--- config.mk ---
export PLATFORM = sky130hd
export DESIGN_NAME = player_hit_detect
export DESIGN_NICKNAME = d
export VERILOG_FILES = /design/src/rtl/defender_pkg.sv /design/src/rtl/box_overlap.sv /design/src/rtl/player_hit_detect.sv
export SDC_FILE = /design/constraint.sdc
export NUM_CORES = 1
export LEC_CHECK = 0
export CORE_UTILIZATION = 54
export CTS_BUF_LIST = sky130_fd_sc_hd__clkbuf_8
export DETAILED_ROUTE_END_ITERATION = 16
export MAX_ROUTING_LAYER = met4
export PLACE_DENSITY_LB_ADDON = 0.3
export SLEW_MARGIN = 25
export SYNTH_ARGS = -nofsm -noshare
export SYNTH_HDL_FRONTEND = slang
export SYNTH_SLANG_ARGS = --single-unit
--- constraint.sdc ---
create_clock -name clk_4 -period 4.05 [get_ports clk_4]
set_clock_uncertainty 0.2 [all_clocks]
set_input_delay 0.6075 -clock clk_4 [delete_from_list [all_inputs] [get_ports clk_4]]
set_output_delay 0.6075 -clock clk_4 [all_outputs]
set_load 0.02 [all_outputs]
--- src/rtl/defender_pkg.sv ---
// Shared constants and types for the defender game pipeline stages
// (invader, player-projectile and player hit-detect).
package defender_pkg;

   typedef enum logic [1:0] {
      ST_IDLE   = 2'd0,
      ST_ALIVE  = 2'd1,
      ST_INVULN = 2'd2,
      ST_DEAD   = 2'd3
   } hit_state_e;

   localparam int SCREEN_W          = 640;
   localparam int SCREEN_H          = 480;
   localparam int COORD_W           = 10;
   localparam int DEF_LIVES         = 3;
   localparam int DEF_HALF_W        = 10;
   localparam int DEF_HALF_H        = 10;
   localparam int DEF_INVULN_CYCLES = 1024;

   // Magnitude of a - b taken in 11-bit signed space, so 0 vs 1023 is 1023, not 1.
   function automatic logic [10:0] abs_diff11(input logic [9:0] a, input logic [9:0] b);
      logic signed [10:0] d;
      d = $signed({1'b0, a}) - $signed({1'b0, b});
      return d[10] ? 11'(-d) : 11'(d);
   endfunction

endpackage

--- src/rtl/box_overlap.sv ---
// Combinational hitbox test: true when two points lie strictly inside a
// (2*HALF_W-1) x (2*HALF_H-1) window of each other.
module box_overlap
   import defender_pkg::*;
#(
   parameter int HALF_W = DEF_HALF_W,
   parameter int HALF_H = DEF_HALF_H
) (
   input  logic [9:0] a_x_i,
   input  logic [9:0] a_y_i,
   input  logic [9:0] b_x_i,
   input  logic [9:0] b_y_i,
   output logic       overlap_o
);

   localparam logic [10:0] HALF_W_L = 11'(HALF_W);
   localparam logic [10:0] HALF_H_L = 11'(HALF_H);

   logic [10:0] dx_mag;
   logic [10:0] dy_mag;

   assign dx_mag    = abs_diff11(a_x_i, b_x_i);
   assign dy_mag    = abs_diff11(a_y_i, b_y_i);
   assign overlap_o = (dx_mag < HALF_W_L) && (dy_mag < HALF_H_L);

endmodule

--- src/rtl/player_hit_detect.sv ---
// Player hit detection: registered projectile/player overlap followed by a
// lives / invulnerability / game-over FSM that retires enemy shots.
module player_hit_detect
   import defender_pkg::*;
#(
   parameter int HALF_W        = DEF_HALF_W,
   parameter int HALF_H        = DEF_HALF_H,
   parameter int LIVES         = DEF_LIVES,
   parameter int INVULN_CYCLES = DEF_INVULN_CYCLES
) (
   input  logic       clk_4,
   input  logic       clr,
   input  logic       play,
   input  logic [9:0] enemy_projectiles_x,
   input  logic [9:0] enemy_projectiles_y,
   input  logic [9:0] player_x,
   input  logic [9:0] player_y,
   output logic       destroy,
   output logic       hit,
   output logic [1:0] lives,
   output logic       invuln,
   output logic       game_over
);

   localparam int              CNT_W    = $clog2(INVULN_CYCLES);
   localparam logic [CNT_W-1:0] CNT_LOAD = CNT_W'(INVULN_CYCLES - 1);
   localparam logic [1:0]      LIVES_L  = 2'(LIVES);

   logic             box_hit;
   logic             overlap_d;
   logic             overlap_q;
   logic             blank;
   logic             blank_q;
   logic             destroy_q;
   logic             hit_q;
   logic             invuln_q;
   logic             game_over_q;
   logic [1:0]       lives_q;
   logic [CNT_W-1:0] cnt_q;
   hit_state_e       state_q;

   box_overlap #(
      .HALF_W (HALF_W),
      .HALF_H (HALF_H)
   ) u_box (
      .a_x_i     (enemy_projectiles_x),
      .a_y_i     (enemy_projectiles_y),
      .b_x_i     (player_x),
      .b_y_i     (player_y),
      .overlap_o (box_hit)
   );

   assign overlap_d = (enemy_projectiles_y != 10'd0) && box_hit;

   // The overlap register still reflects a retired projectile for the pulse
   // cycle and the one after it, so both are masked.
   assign blank = destroy_q | blank_q;

   always_ff @(posedge clk_4) begin
      if (!clr) begin
         state_q     <= ST_IDLE;
         overlap_q   <= 1'b0;
         blank_q     <= 1'b0;
         destroy_q   <= 1'b0;
         hit_q       <= 1'b0;
         invuln_q    <= 1'b0;
         game_over_q <= 1'b0;
         lives_q     <= LIVES_L;
         cnt_q       <= '0;
      end else begin
         overlap_q <= overlap_d;
         blank_q   <= destroy_q;
         destroy_q <= 1'b0;
         hit_q     <= 1'b0;
         if (!play) begin
            state_q     <= ST_IDLE;
            lives_q     <= LIVES_L;
            cnt_q       <= '0;
            invuln_q    <= 1'b0;
            game_over_q <= 1'b0;
         end else begin
            case (state_q)
               ST_IDLE: begin
                  lives_q <= LIVES_L;
                  state_q <= ST_ALIVE;
               end
               ST_ALIVE: begin
                  if (overlap_q && !blank) begin
                     destroy_q <= 1'b1;
                     hit_q     <= 1'b1;
                     if (lives_q <= 2'd1) begin
                        lives_q     <= 2'd0;
                        game_over_q <= 1'b1;
                        state_q     <= ST_DEAD;
                     end else begin
                        lives_q  <= lives_q - 2'd1;
                        cnt_q    <= CNT_LOAD;
                        invuln_q <= 1'b1;
                        state_q  <= ST_INVULN;
                     end
                  end
               end
               ST_INVULN: begin
                  if (overlap_q && !blank) begin
                     destroy_q <= 1'b1;
                  end
                  if (cnt_q == '0) begin
                     invuln_q <= 1'b0;
                     state_q  <= ST_ALIVE;
                  end else begin
                     cnt_q <= cnt_q - 1'b1;
                  end
               end
               ST_DEAD: begin
                  game_over_q <= 1'b1;
               end
               default: begin
                  state_q <= ST_IDLE;
               end
            endcase
         end
      end
   end

   assign destroy   = destroy_q;
   assign hit       = hit_q;
   assign lives     = lives_q;
   assign invuln    = invuln_q;
   assign game_over = game_over_q;

endmodule

# [Word-level counts from Yosys, hierarchy flattened]
# Index checks and enable logic that the tools add are counted.
[word_totals] ff_bits=20 memories=0 ram_bits=0 output_inout_bits=6 latch_bits=0 inputBits=43 elab_cells=68 mem_bits_ro=0
[classes] order_cmp=3 n_reduce_logical=20 mux=21 n_eq_ne=8 mul=0 n_div=0 n_shift=0 addsub=6 bitwise=1
[op_table] operator="$mux 10" n=3
[op_table] operator="$lt 11x4->1 const B" n=2
[op_table] operator="$mux 11" n=2
[op_table] operator="$neg 11->11" n=2
[op_table] operator="$sub 10x10->11" n=2
[op_table] operator="$pmux 10 s2" n=1
[op_table] operator="$reduce_and 3->1" n=4
[op_table] operator="$logic_not 10->1" n=1
[op_table] operator="$ne 2x2->1 const B" n=5
[op_table] operator="$reduce_bool 10->1" n=1
[op_table] operator="$sub 10x1->10 const B" n=1
[op_table] operator="$mux 2" n=4
[op_table] operator="$reduce_and 4->1" n=2
[op_table] operator="$mux 1" n=7
[op_table] operator="$pmux 2 s3" n=1
[op_table] operator="$reduce_bool 2->1" n=3
[op_table] operator="$eq 2x2->1 const B" n=2
[op_table] operator="$pmux 1 s2" n=2
[op_table] operator="$pmux 2 s2" n=1
[op_table] operator="$reduce_and 2->1" n=2
[op_table] operator="$logic_and 1x1->1" n=3
[op_table] operator="$reduce_bool 3->1" n=1
[op_table] operator="$eq 2x1->1 const B" n=1
[op_table] operator="$le 2x1->1 const B" n=1
[op_table] operator="other kinds (5)" n=5

# [Depth between registers and ports, before layout]
[depth] ltp_word=6 depth_mapped=13 mapped_depth_nobuf=13

# [By module]
# Synthesis repeated with hierarchy kept, for this count alone.
[hier_totals] cells_unflattened=320 area_unflattened_um2=2521.2
[modules_own_cells] module="box_overlap" instances=1 seq_area_each_um2=0.0 area_each_um2=1463.9 cells_each=202
[modules_own_cells] module="player_hit_detect" instances=1 seq_area_each_um2=400.4 area_each_um2=1057.3 cells_each=118

# [Worst setup path before layout]
# OpenSTA, ideal clock, no wires.
[synth_timing] path_type="input to register" startpoint="input port enemy_projectiles_x[0]" endpoint="register overlap_q" path_buffers=0 setup_slack_ns=0.798 setup_time_ns=0.087 t_arrival_ns=2.964 path_stages=13 required_time_ns=3.763 path_cell_list="inv_1 -> ha_1 -> inv_1 -> fa_1 -> inv_1 -> ha_1 -> nor2b_1 -> or4bb_1 -> a31oi_1 -> or4_1 -> a22oi_2 -> o2111ai_1 -> nor4b_2"
[synth_between] elab_chain_len=6
[synth_rtl] element="from (decl)" line="player_hit_detect.sv:14" rtl="input logic [9:0] enemy_projectiles_x,"
[synth_rtl] element="$sub 10x10->11 (*)" line="defender_pkg.sv:23" rtl="d = $signed({1'b0, a}) - $signed({1'b0, b});"
[synth_rtl] element="$neg 11->11" line="defender_pkg.sv:24" rtl="return d[10] ? 11'(-d) : 11'(d);"
[synth_rtl] element="$mux 11 (*)" line="defender_pkg.sv:24"
[synth_rtl] element="$lt 11x4->1 (*)" line="box_overlap.sv:24" rtl="assign overlap_o = (dx_mag < HALF_W_L) && (dy_mag < HALF_H_L);"
[synth_rtl] element="$logic_and 1x1->1 (*)" line="box_overlap.sv:24"
[synth_rtl] element="$logic_and 1x1->1 (*)" line="player_hit_detect.sv:53" rtl="assign overlap_d = (enemy_projectiles_y != 10'd0) && box_hit;"
[synth_rtl] element="to (signal assigned)" line="player_hit_detect.sv:71" rtl="overlap_q <= overlap_d;"
[synth_rtl] element="to (decl)" line="player_hit_detect.sv:31" rtl="logic overlap_q;"
# Every way passes the cells marked *; elsewhere a longest branch is shown, timed or not.
# A chain may end at the register's enable or synchronous reset.

# [Worst setup path in the final report]
# Same ends and word-level chain as after synthesis.

==> implementation parameters <==
Parameter                              Value

Power and ir drop
  Cell Pwr Density ... between 200 and 250 nW/um2
  Peak supply drop ... about 0.00015 V
  Psw ... 247 uW
  Clock share of power ... 0.264
  Pleak ... 1.26 nW
  Combinational power share ... 0.470
  Switching share of total power ... 0.331
  Internal power ... 498 uW
  Relative contribution of sequential cells to total power ... 0.266

Clock network
  Clock net sink count ... 20
  CTS tree ... done
  Number of H-tree levels ... 1
  Source-to-sink clock delay at the later pin of the worst-skew pair ... 0.26 ns
  Cts repair resizes ... 0
  Maximum clock insertion buffer count ... 2
  Hold buffer count at cts ... 0
  # Post-CTS Setup Buffers ... 0
  Cell chosen for the clock root ... clkbuf_8
  Number of CTS-inserted buffers ... 3
  Clock-pin transition on the worst setup and hold timing paths ... ~0.070 ns

Timing
  Final Cycle Share ... 0.898
  Fin Setup TNS ... 0 ns
  Number of hold violations in the final report ... 0
  Rel. slew slack ... 0.625
  Setup violation total in the final timing report ... 0
  Final critical path time including I/O delays and setup ... approximately 3.6 ns
  Pins over their slew limit ... 0
  Upper clock frequency limit ... 275 MHz
  Least-Margin Pin Slew ... 0.561 ns
  RSZ-0062 raised after global routing ... false

Synth
  Main combinational cell family by area after synthesis ... compound AO/OA/AOI/OAI gates
  Simple-Gate Fraction of Synth Area ... 0.232
  Warnings from Yosys ... 0
  Average size of a mapped cell ... 7.72 um2
  Compound-gate portion of the synthesized area ... 0.275
  Distinct cells, synth ... 61
  Synthesized net count ... a little under 400
  Most used DFF post-synth ... dfxtp_1
  Cell count after synthesis ... around 320
  Post-synthesis async set-or-reset flop share ... 0
  Number of synthesized flops with an enable pin ... 0
  Area of the mapped netlist ... 2430 um2
  Share of synthesized area occupied by flip-flops and latches ... 0.165
  Post-synthesis sequential element count ... 20
  Synthesized-area fraction occupied by adder cells ... 0.161
  Fraction of synthesized cell area in xor and xnor cells ... 0.0829
  Share of cell area taken by muxes after synthesis ... 0.0170

Worst setup path
  Data required time of the worst path ... 4.03 ns
  Series of cell instances along the critical path ... clkdlybuf4s50_1 -> inv_1 -> ha_1 -> inv_1 -> fa_1 -> inv_1 -> ha_1 -> nor2b_1 -> or4bb_1 -> a31oi_1 -> or4_1 -> a22oi_2 -> o2111ai_1 -> nor4b_2
  Top cell by count, worst path ... inv_1
  Worst Path Max Fanout ... 7
  Slowest Stage Delay on Critical Path ... around 0.53 ns
  Data arrival time of the critical path ... 3.61 ns
  Count of buffering cells on the critical path with inverters included ... 4
  Setup CP Type ... input pin to flop
  Critical-path top delay cell ... or4_1
  Top delay family on crit path ... simple AND/OR/NAND/NOR gates
  Type of destination of the critical path ... flop
  Critical path startpoint category ... input pin

Placement
  Total of buffers placed on input and output ports ... 48
  Post-detail-place hpwl ... between 3000 and 4000 um
  Gp weighted congestion ... 0.863

Cells and area
  Fill cell count ... between 300 and 400
  Inserted Diodes ... 0
  Share of layout cells above drive strength 1 ... 0.0441
  # nets final ... 437
  Final Core Density ... 0.695
  Area grow syn2layout ... 24.5%

Floorplanning
  Number of standard-cell rows in the floorplan ... 24
  Number of top-level pins ... 49
  Full die area ... 4770 um2
  Starting utilization of the core area ... 0.558
  Die outline height ... a little under 70 um
  Core Region ... 4350 um2
  Chip Width ... 69.1 um

Route
  Antenna Violating Nets Remaining ... 0
  Violation count after the first detailed-route iteration ... 106
  Detail-routed net length per standard cell ... 11.6 um
  Number of remaining DRC errors ... 0
  Total number of vias ... 2,367
  Avg Vias per Cell ... approximately 5.7
  Total wirelength of the detailed-routed design ... approximately 4800 um
  Pre-antenna DRT Iters ... 4

Global route
  Via count of the first global-routing pass ... 2,082
  Overall routing resource usage ... 0.212
  Overall overflow remaining after global route ... 0
  Pin count of the biggest net entering global routing ... 14
  Global-route wire length before repair ... about 8600 um
  Antenna violations before repair ... 0

Worst hold path
  Worst Hold Class ... flop to flop

Run
  Count of max-cap constraint violations ... 0

Run status
  Outcome ... finished clean
-- worst paths after layout --
kind	depth (start not counted)	startpoint	to	slack (ns)
hold reg to reg	2	game_over	game_over	0.25
setup / recovery	14	enemy_projectiles_x[0]	overlap_q	0.41
hold / removal	2	game_over	game_over	0.25
setup reg to reg	7	cnt_q[4]	cnt_q[7]	1.48
-- worst register-to-register path, stage by stage (launching register included) --
cell and delay [ns]:
dfxtp_1 0.35, or4_1 0.57, or4_1 0.59, a2bb2oi_1 0.23, nand3_1 0.21, nor4_1 0.08
xnor2_1 0.14, a21oi_1 0.08
-- state kept, by name (all words and copies together) (netlist names) --
| signal | flops |
|---|---|
| lives | 2 |
| destroy | 1 |
| state_q | 2 |
| game_over | 1 |
| hit | 1 |
| blank_q | 1 |
| overlap_q | 1 |
| invuln | 1 |
| cnt_q | 10 |
-- kinds of logic (layout without fill, tap and decap cells) --
| logic type | count (synthesis) | in the layout |
|---|---|---|
| simple gates | 102 | 102 |
| compound gates | 94 | 94 |
| buf+inv | 42 | 90 |
| fa+ha+maj | 30 | 30 |
| xor+xnor | 23 | 23 |
| flops | 20 | 20 |
| mux | 4 | 4 |
-- power groups by stage --
stage                     sequential, mW  clock, mW  combinational, mW
after floorplan                    0.203          0              0.261
after global placement             0.203          0              0.345
after detailed placement           0.203          0              0.348
after CTS                          0.198      0.200              0.350
after global routing               0.199      0.207              0.391
final                              0.198      0.197              0.350
-- stage by stage --
step                instance area [um2]  hold slack, ns  power [mW]  instances  setup WS [ns]
finish                             3030           0.252       0.745        415          0.414
global route                       3030           0.295       0.797        415          0.173
CTS                                3030           0.257       0.748        415          0.397
detailed placement                 2960           0.248       0.551        411          0.136
global placement                   2960           0.234       0.548        411          0.242
floorplan                          2430           0.260       0.464        315          0.798
-- synthesized netlist by cell type (5+ instances only) --
cell type | instances | area, um2
and3_1 | 5 | 31.3
a31oi_1 | 6 | 37.5
nand3_1 | 10 | 50.1
a21o_1 | 8 | 60.1
nor4_1 | 5 | 31.3
a21oi_1 | 26 | 130
nor2_1 | 18 | 67.6
o21ai_0 | 16 | 80.1
xor2_1 | 7 | 61.3
inv_1 | 37 | 139
nor3_1 | 14 | 70.1
nand2_1 | 18 | 67.6
dfxtp_1 | 20 | 400
or4_1 | 6 | 45.0
xnor2_1 | 16 | 140
ha_1 | 28 | 350
-- layout make-up --
cell class                      count  area [um2]  area share
Clock buffer                        3        41.3      0.0136
Clock inverter                      1        30.0     0.00992
Inverter                           37         139      0.0459
Multi-Input combinational cell    253        1860       0.616
Sequential cell                    20         400       0.132
Tap cell                           52        65.1      0.0215
Timing Repair Buffer               49         488       0.161
-- placed cells by master, fill, tap and decap left out, drive strengths merged, types with 3 or more instances in the layout --
master          n
nand3          10
o21a            4
o21ai          16
clkdlybuf4s50  48
ha             28
a21oi          26
dfxtp          20
xor2            7
mux2i           3
nor4            5
and3            6
o2111ai         3
o41ai           3
clkbuf          3
nand2          18
nor2           18
xnor2          16
nor2b           4
nor3           14
inv            37
or4             6
a21o            8
o21bai          3
a31oi           6
and2            4
a211oi          4
-- per-layer routing --
layer / up-vias / global-route usage / share of wire
met5: - / - / 0
met4: 0 / 0.0408 / 0.0079
met3: 5 / 0.0102 / 0.019
met2: 39 / 0.380 / 0.49
met1: 1063 / 0.265 / 0.48
li1: 1260 / - / -
(Power assumes the default switching activity.)
